--- src/rtl/imm_encoder.sv ---
// Immediate encoder: scatters a 32-bit immediate into instr[31:7] for the given ImmSrc type.
// Optional saturating error counter enabled by defining IMM_ENCODER_ERR_CNT_EN.
module imm_encoder #(
  parameter int unsigned ERR_CNT_W = 16
) (
  input  logic                 clk,
  input  logic                 reset,
  input  logic                 in_valid,
  output logic                 in_ready,
  input  logic [31:0]          in_imm,
  input  logic [2:0]           in_src,
  output logic                 out_valid,
  input  logic                 out_ready,
  output logic [24:0]          out_enc,
  output logic                 out_err,
  output logic [ERR_CNT_W-1:0] err_count
);

  localparam logic [2:0] SRC_I = 3'b000;
  localparam logic [2:0] SRC_S = 3'b001;
  localparam logic [2:0] SRC_B = 3'b010;
  localparam logic [2:0] SRC_U = 3'b011;
  localparam logic [2:0] SRC_J = 3'b100;

  logic        s1_valid_q;
  logic [31:0] s1_imm_q;
  logic [2:0]  s1_src_q;
  logic        out_valid_q;
  logic [24:0] out_enc_q;
  logic        out_err_q;

  logic        s2_adv;
  logic        s1_adv;
  logic [24:0] enc_d;
  logic        err_d;
  logic        fits_12;
  logic        fits_13;
  logic        fits_21;

  assign s2_adv   = !out_valid_q || out_ready;
  assign s1_adv   = !s1_valid_q || s2_adv;
  assign in_ready = s1_adv;

  // A signed value fits in N bits when bits [31:N-1] are all copies of the sign.
  assign fits_12 = (&s1_imm_q[31:11]) || !(|s1_imm_q[31:11]);
  assign fits_13 = (&s1_imm_q[31:12]) || !(|s1_imm_q[31:12]);
  assign fits_21 = (&s1_imm_q[31:20]) || !(|s1_imm_q[31:20]);

  // out_enc[k] holds instr[k+7].
  always_comb begin
    enc_d = '0;
    err_d = 1'b0;
    case (s1_src_q)
      SRC_I: begin
        enc_d[24:13] = s1_imm_q[11:0];
        err_d        = !fits_12;
      end
      SRC_S: begin
        enc_d[24:18] = s1_imm_q[11:5];
        enc_d[4:0]   = s1_imm_q[4:0];
        err_d        = !fits_12;
      end
      SRC_B: begin
        enc_d[24]    = s1_imm_q[12];
        enc_d[23:18] = s1_imm_q[10:5];
        enc_d[4:1]   = s1_imm_q[4:1];
        enc_d[0]     = s1_imm_q[11];
        err_d        = !fits_13 || s1_imm_q[0];
      end
      SRC_U: begin
        enc_d[24:5] = s1_imm_q[31:12];
        err_d       = |s1_imm_q[11:0];
      end
      SRC_J: begin
        enc_d[24]    = s1_imm_q[20];
        enc_d[23:14] = s1_imm_q[10:1];
        enc_d[13]    = s1_imm_q[11];
        enc_d[12:5]  = s1_imm_q[19:12];
        err_d        = !fits_21 || s1_imm_q[0];
      end
      default: begin
        enc_d = '0;
        err_d = 1'b1;
      end
    endcase
  end

  always_ff @(posedge clk) begin
    if (reset) begin
      s1_valid_q <= 1'b0;
      s1_imm_q   <= '0;
      s1_src_q   <= '0;
    end else if (s1_adv) begin
      s1_valid_q <= in_valid;
      if (in_valid) begin
        s1_imm_q <= in_imm;
        s1_src_q <= in_src;
      end
    end
  end

  always_ff @(posedge clk) begin
    if (reset) begin
      out_valid_q <= 1'b0;
      out_enc_q   <= '0;
      out_err_q   <= 1'b0;
    end else if (s2_adv) begin
      out_valid_q <= s1_valid_q;
      if (s1_valid_q) begin
        out_enc_q <= enc_d;
        out_err_q <= err_d;
      end
    end
  end

  assign out_valid = out_valid_q;
  assign out_enc   = out_enc_q;
  assign out_err   = out_err_q;

`ifdef IMM_ENCODER_ERR_CNT_EN
  logic [ERR_CNT_W-1:0] err_cnt_q;

  always_ff @(posedge clk) begin
    if (reset) begin
      err_cnt_q <= '0;
    end else if (out_valid_q && out_ready && out_err_q && !(&err_cnt_q)) begin
      err_cnt_q <= err_cnt_q + ERR_CNT_W'(1);
    end
  end

  assign err_count = err_cnt_q;
`else
  assign err_count = '0;
`endif

endmodule

--- config.mk ---
export PLATFORM = sky130hd
export DESIGN_NAME = imm_encoder
export DESIGN_NICKNAME = d
export VERILOG_FILES = /design/src/rtl/imm_encoder.sv
export SDC_FILE = /design/constraint.sdc
export NUM_CORES = 1
export LEC_CHECK = 0
export BUFFER_PORTS_ARGS = -buffer_cell sky130_fd_sc_hd__buf_4
export CELL_PAD_IN_SITES_DETAIL_PLACEMENT = 0
export CELL_PAD_IN_SITES_GLOBAL_PLACEMENT = 2
export CORE_UTILIZATION = 26
export DETAILED_ROUTE_END_ITERATION = 10
export HOLD_SLACK_MARGIN = 0.03
export PLACE_DENSITY_LB_ADDON = 0.1
export SYNTH_ARGS = -nofsm -noshare
export SYNTH_HDL_FRONTEND = slang
export SYNTH_SLANG_ARGS = --single-unit
--- constraint.sdc ---
create_clock -name clk -period 1.2 [get_ports clk]
set_input_delay 0.06 -clock clk [delete_from_list [all_inputs] [get_ports clk]]
set_output_delay 0.06 -clock clk [all_outputs]
set_load 0.05 [all_outputs]
**After elaboration in Yosys (flattened, before gate mapping)**

Index checks and enable logic that the tools add are counted.

- Eq/ne operators: 4
- Mux-type cells: 5
- Reductions and logical operators: 27

Operators with widths:

| cell | count |
|---|---|
| $pmux 7 s4 | 1 |
| $reduce_or 12->1 | 2 |
| $reduce_and 21->1 | 1 |
| $reduce_or 21->1 | 1 |
| $reduce_and 20->1 | 1 |
| $reduce_or 20->1 | 1 |
| $pmux 5 s3 | 1 |
| $reduce_and 12->1 | 1 |
| $pmux 5 s2 | 1 |
| $logic_not 1->1 | 8 |
| $mux 8 | 1 |
| $logic_or 1x1->1 | 7 |
| $eq 3x2->1 const B | 2 |
| $pmux 1 s4 | 1 |
| $reduce_and 2->1 | 2 |
| $reduce_or 2->1 | 2 |
| $eq 3x1->1 const B | 1 |
| $eq 3x3->1 const B | 1 |
| $logic_not 3->1 | 1 |

- Flip-flop bits (word level): 63
- Output and inout port bits: 44

**Longest topological paths before layout**

Gate-level depths: netlist of run 1.

- Word-level depth: 6
- Gate-level depth with buffers: 7
- Gate-level depth less buffers: 5

**Worst setup path before layout of run 1**

Ideal clock, no wire load.

- Path type: register -> register
- From: register out_valid_q (netlist: out_valid)
- To: register s1_imm_q[3]
- Library setup time: 0.132 ns
- Arrival time: 1.725 ns
- Setup slack: -0.658 ns
- Cell stages (with the launch flop): 8
- Buffers on the path: 2
- Cells stage by stage: dfxtp_1 -> nor2b_4 -> nand2_2 -> and2_1 -> buf_2 -> buf_4 -> nand2_1 -> a21oi_1

- Longest elaborated chain between the ends: 4

RTL lines:

| item | RTL line | source |
|---|---|---|
| start, declared | 28 | `logic out_valid_q;` |
| start signal, assigned | 108 | `out_valid_q <= s1_valid_q;` |
| $logic_not 1->1 | 40 | `assign s2_adv = !out_valid_q \|\| out_ready;` |
| $logic_or 1x1->1 | 40 |  |
| $logic_or 1x1->1 | 41 | `assign s1_adv = !s1_valid_q \|\| s2_adv;` |
| via in_ready | 9 | `output logic in_ready,` |
| $reduce_and 2->1 (no source line) | -- |  |
| end signal, assigned | 96 | `s1_imm_q <= in_imm;` |
| end, declared | 26 | `logic [31:0] s1_imm_q;` |

The timed path passes the listed nets, and every way through them passes these cells.
A chain may end at the register's enable or synchronous reset.

**Worst setup path in the final report of run 1**

- From: register s1_imm_q[20]
- To: register out_err_q (netlist: out_err)

- Longest elaborated chain between the ends: 6

RTL lines:

| item | RTL line | source |
|---|---|---|
| $reduce_or 20->1 or $reduce_or 12->1 (tied branches) | 46, 47 |  |
| $logic_not 1->1 (on tied branches) | 46, 47 |  |
| $logic_or 1x1->1 (on tied branches) | 46, 47 |  |
| $logic_not 1->1 (on tied branches) | 68, 79 |  |
| $logic_or 1x1->1 (on tied branches) | 68, 79 |  |
| $pmux 1 s4 * | 53 | `case (s1_src_q)` |
| end signal, assigned | 111 | `out_err_q <= err_d;` |
| end, declared | 30 | `logic out_err_q;` |

Every way passes the cells marked *; elsewhere a longest branch is shown, timed or not.

==> results of run 1 <==
[cells by family after synthesis]
group                  count (synthesis)  synth area share
AND/OR/NAND/NOR                      137            0.2232
AO/OA/AOI/OAI                         79            0.1956
flip-flops                            63            0.4563
buffers and inverters                 40           0.09144
multiplexers                           7           0.02580
XOR/XNOR                               2          0.006339
other                                  1          0.001357
[timing repair]
item / CTS / global route
setup buffers: 4 / 7
endpoints found under the hold margin: 36 / 2
hold buffers: 35 / 1
setup endpoints to repair: 38 / 62
cloned: 6 / 3
gates resized for setup: 30 / 170
pin swaps: 11 / 85
[metal layers]
| metal | up-vias | track usage |
|---|---|---|
| li1 | 1436 | - |
| met1 | 1363 | 0.2074 |
| met2 | 55 | 0.2985 |
| met3 | 13 | 0.03993 |
| met4 | 0 | 0.05131 |
| met5 | - | 0 |
[worst paths after layout]
path,start,to,slack [ps],depth (start not counted)
max,s1_imm_q[20],out_err,-220,5
min,out_ready,out_valid,10,4
max reg2reg,s1_imm_q[20],out_err,-220,5
min reg2reg,out_enc[20],out_enc[20],500,2
[cell type report]
type / count / area share
clock buffer: 14 / 0.03559
multi-input combinational: 242 / 0.3885
inverter: 1 / 0.0006889
sequential: 63 / 0.2347
clock inverter: 2 / 0.001837
timing repair buffer: 173 / 0.3075
tap: 136 / 0.03123
[power breakdown]
part           switching (W)  total, W  internal (W)
logic               0.000787   0.00148      0.000693
registers          0.0000883   0.00228       0.00219
clock network       0.000826   0.00187       0.00104
[state kept, by name, indices dropped and copies added, names as in the netlist]
signal / flops
s1_imm_q: 32
out_valid: 1
out_enc: 25
s1_valid_q: 1
s1_src_q: 3
out_err: 1
[cells in the mapped netlist, types with 3 or more instances]
| cell type | n |
|---|---|
| a211oi_1 | 5 |
| clkbuf_1 | 7 |
| a2bb2oi_1 | 8 |
| a22oi_2 | 4 |
| nand4_1 | 5 |
| buf_4 | 25 |
| o21ai_0 | 3 |
| a22oi_1 | 9 |
| a32oi_1 | 5 |
| mux2i_1 | 6 |
| a21oi_1 | 37 |
| nand2_2 | 3 |
| buf_2 | 7 |
| nor4_1 | 8 |
| nand2_1 | 74 |
| dfxtp_1 | 63 |
| nor2_1 | 33 |
[critical path: stages, from the launching register on]
cell      delay (ps)
dfxtp_1          340
nor4_2           290
and3_4           250
nor2_1            50
o311ai_1         260
o211ai_1         120
[per-stage QoR]
step | total power (W) | hold WS, ps | TNS, ps | setup WS, ps
floorplan | 0.002937 | 177.4 | -9089 | -224.6
global placement | 0.003307 | 294.0 | -2030 | -151.9
detailed placement | 0.003311 | 303.0 | -2473 | -189.2
CTS | 0.005416 | -2.930 | -6734 | -181.5
global route | 0.005876 | 18.21 | -8065 | -273.0
finish | 0.005622 | 13.22 | -4958 | -218.1
==> impl_metrics.yaml, run 1 <==
yosys:
  synth_edf_count: 0
  synthArstFlopShare: 0
  ys_ff_latch: 63
  ys_warn_count: 0
  ys_seq_area_frac: 0.4563
  synth.area.top_cells: "dfxtp_1 (46%), nand2_1 (10%), buf_4 (6.8%), a21oi_1 (6.7%), nor2_1 (4.5%)"
  ys.flop_type: "dfxtp_1"
  yosysUniqueCellTypes: 40
  synthCells: 329
  synth_top_cell_area_share: 0.4563
  syn_avg_cell_area_sq_um: 8.401
  yosysTopAreaCell: "dfxtp_1"
  syn_area_sq_um: 2764
routing:
  wl_met1_mm: 4.193
  via_per_inst: 4.544
  routed_wl_mm: 9.491
  met3_length_um: 277
  top_layer_used: "met4"
  detail-route-antenna-nets: 0
  dr.pass1.iters: 4
  wl_met2_mm: 4.846
  num_vias: 2867
  wl_per_cell_um: 15.04
  drtIter0Drc: 50
  drc_errors: 0
floorplan:
  io_pins: 83
  chipHeight_um: 105.1
  placementRows: 37
  dieArea_sq_um: 11050
  core_area_sq_um: 10320
  initial_core_util: 0.2677
  die_w_um: 105.1
clock_tree:
  clock-sinks: 63
  clock_tree.root_cell: "clkbuf_8"
  clk_latency_ps: 350
  max-clock-path-buffers: 2
  h-tree-depth: 3
  cts_tree: "done"
  clk_pin_slew_worst_paths_ps: 70
  cts_buffers: 9
grt:
  grt_antenna_before_repair: 0
  grt_usage: 0.1710
  grt_overflow_total: 0
  grt_pass1_vias: 2714
  grt_max_degree: 43
  grt_pass1_wl_mm: 14.17
final_layout:
  final_area_sq_um: 5449
  final_cell_mix: "buf_4 (110), dfxtp_1 (55), nand2_4 (42)"
  fillCellCount: 924
  seqCellArea_sq_um: 1279
  fin_util: 0.5278
  drive_above_1_share: 0.6323
  instances_no_fill: 631
  multi_input_area_sq_um: 2117
  final_nets: 529
  num_antenna_cells: 0
  final_common_cell: "buf_4"
  syn_to_final_growth_pct: 97.15
place:
  port-buffer-count: 66
  dp_cells: 563
  dp.final_hpwl_mm: 6.040
  placed_cell_area_sq_um: 3872
  place.gp.congestion: 0.7676
worst_setup_path:
  crit_fanout: 3
  worstSetupEndpointType: "register"
  criticalPathCategory: "reg -> reg"
  worstPathRequired_ps: 1420
  cp.arrival_ps: 1640
  critPathLaunchType: "register"
timing:
  rsz0062_at_grt: "yes"
  drv_slew: 0
  post-route-min-period_ps: 1418
  hold_viol_final: 0
  fin_crit_sh: 1.182
  max_freq_mhz: 705.1
  setup_ws_ps: -218.1
  setup_viol: 58
  finClkSkew_ps: 9.584
outcome:
  violations: "negative setup slack"
  status: "finished with violations"
power:
  p_per_area_nw_per_um2: 1032
  p_leak_nw: 2.361
  ir_drop_mv: 0.6853
flow_run:
  drv_cap: 0
worst_hold_path:
  min_path_type: "in -> reg"
Power figures use the tool's default switching activity.
==> inputs of run 2 (changes only) <==
CORE_MARGIN = 2   (was default)
==> run 2 against run 1 <==
  * The flow still finishes with violations (negative setup slack)
  * Worst hold slack gained 67 ps
  * Non-clock buffer count grew 9
  * Clock power shrank 3%
  * Via count grew 3.0%
  * Sequential power is essentially flat
  * Sequential cell count is the same
  * Cell count grew 1.1%
  * Final area shrank 1.0%
  * Power shrank 1.2%
  * Register-to-register slack lost 20 ps
  * Highest routed layer unchanged
==> impl_metrics.yaml, run 2 (synthesized netlist as in run 1, its figures left out) <==
grt:
  grt_max_degree: 37
  grt_usage: 0.1770
  grt_antenna_before_repair: 0
  grt_overflow_total: 0
  grt_pass1_wl_mm: 15.50
  grt_pass1_vias: 2923
routing:
  dr.pass1.iters: 4
  drc_errors: 0
  detail-route-antenna-nets: 0
  drtIter0Drc: 74
  wl_per_cell_um: 15.04
  via_per_inst: 4.627
  routed_wl_mm: 9.596
  num_vias: 2952
power:
  p_sw_w: 0.001696
  p_int_w: 0.003858
  ir_drop_mv: 0.4515
  p_leak_nw: 2.386
  p_sw_frac: 0.3053
  p_clk_frac: 0.326
  pwr-share-comb: 0.264
  p_per_area_nw_per_um2: 1030
  seqPwrFrac: 0.409
floorplan:
  placementRows: 37
  io_pins: 83
  dieArea_sq_um: 11470
  initial_core_util: 0.2677
  die_w_um: 107.1
  chipHeight_um: 107.1
  core_area_sq_um: 10320
worst_setup_path:
  crit_family: "simple AND/OR/NAND/NOR gates"
  worstSetupStartpoint: "s1_imm_q[31]"
  worstSetupEndpoint: "out_err"
  crit_cells: 5
  reg2reg_depth: 5
  rr_startpoint: "s1_imm_q[31]"
  criticalPathCategory: "reg -> reg"
  path_cells: "nor4_2 > and3_4 > nor2_2 > o311ai_2 > o211ai_1"
  critPathLaunchType: "register"
  r2r_slack_ps: -240
  timing.rr.end: "out_err"
  slowest_stage: "dfxtp_2"
  worstPathRequired_ps: 1410
  crit_fanout: 2
  cp_num_buf_inv: 0
  cp.arrival_ps: 1660
  worstSetupEndpointType: "register"
  slowest_delay_ps: 330
worst_hold_path:
  whs_path_depth: 4
  min_path_type: "in -> reg"
final_layout:
  fin_util: 0.5225
  final_area_sq_um: 5394
  largest_reg_flops: 32
  num_antenna_cells: 0
  final_common_cell: "buf_4"
  final_nets: 537
  final_cell_mix: "buf_4 (118), dfxtp_1 (55), nand2_4 (43)"
  fillCellCount: 990
  drive_above_1_share: 0.6175
  largest_register: "s1_imm_q"
  syn_to_final_growth_pct: 95.16
timing:
  drv_slew: 0
  fin_crit_sh: 1.201
  max_freq_mhz: 693.7
  rsz0062_at_grt: "yes"
  finClkSkew_ps: 6.766
  tns_ps: -8267
  tightest_slew_ps: 515.8
  hold_viol_final: 0
  setup_ws_ps: -241.5
  post-route-min-period_ps: 1442
  slew_headroom: 0.6562
  setup_viol: 62
  whs_ps: 80.37
clock_tree:
  clock_tree.root_cell: "clkbuf_8"
  cts_tree: "done"
  h-tree-depth: 3
  max-clock-path-buffers: 2
  clk_pin_slew_worst_paths_ps: 70
  clock-sinks: 63
  cts_buffers: 9
  clk_latency_ps: 340
place:
  dp.final_hpwl_mm: 6.015
  placed_cell_area_sq_um: 3850
  port-buffer-count: 66
  place.gp.congestion: 0.8179
flow_run:
  drv_cap: 0
outcome:
  status: "finished with violations"
  violations: "negative setup slack"
run 2: changes by cell type in the layout (fill, tap and decap cells not counted), moves of 3 or more:
cell      delta
a211oi_1     +5
a211oi_2     -5
a32oi_1      +4
a32oi_2      -4
buf_12       +5
buf_4        +8
mux2i_1      +4
mux2i_4      -3
run 2: metrics by stage:
step                instances  setup WS, ps  total power (W)
floorplan                 344        -224.6         0.002937
global placement          565        -166.9         0.003297
detailed placement        565        -216.2         0.003296
CTS                       640        -208.2         0.005544
global route              638        -349.3         0.005819
finish                    638        -241.5         0.005554
run 2: power groups by stage:
stage               registers, W  clock network, W  logic (W)
floorplan                0.00240                 0   0.000535
global placement         0.00230                 0   0.000996
detailed placement       0.00230                 0   0.000993
CTS                      0.00226           0.00187    0.00142
global route             0.00229           0.00197    0.00156
finish                   0.00227           0.00181    0.00147
run 2: area by class of cell:
type                       instances  area (sq um)  share of cell area
sequential                        63          1274              0.2361
inverter                           1         3.754           0.0006959
clock buffer                      13         180.2             0.03340
multi-input combinational        241          2021              0.3746
tap                              136         170.2             0.03155
clock inverter                     2         12.51            0.002320
timing repair buffer             182          1733              0.3213
run 2: worst min path at each step:
stage                     slack, ps     start    endpoint
after CTS                        50     reset     out_err
final                            80     reset     out_err
after global routing            100     reset     out_err
after floorplan                 180  in_valid  s1_valid_q
after detailed placement        320  in_valid  s1_valid_q
after global placement          300  in_valid  s1_valid_q
run 2: what timing repair did:
action                     in CTS  in global routing
gates cloned                    8                  0
setup endpoints to repair      62                 62
pin swaps                      53                 45
resized for setup             114                 80
setup buffers                  17                  5
hold buffers                   36                  0
hold endpoints to repair       36                  0
run 2: layer usage:
layer,up-vias,routed length [um],GRT usage
met3,14,360,0.03404
met2,69,4874,0.2948
met1,1421,4203,0.2254
met4,0,157,0.06772
met5,-,0,0
li1,1448,-,-
run 2: tightest hold or removal path: stages:
cell and delay [ps]:
buf_4 100, a21oi_2 40, o311ai_2 60, o211ai_1 100
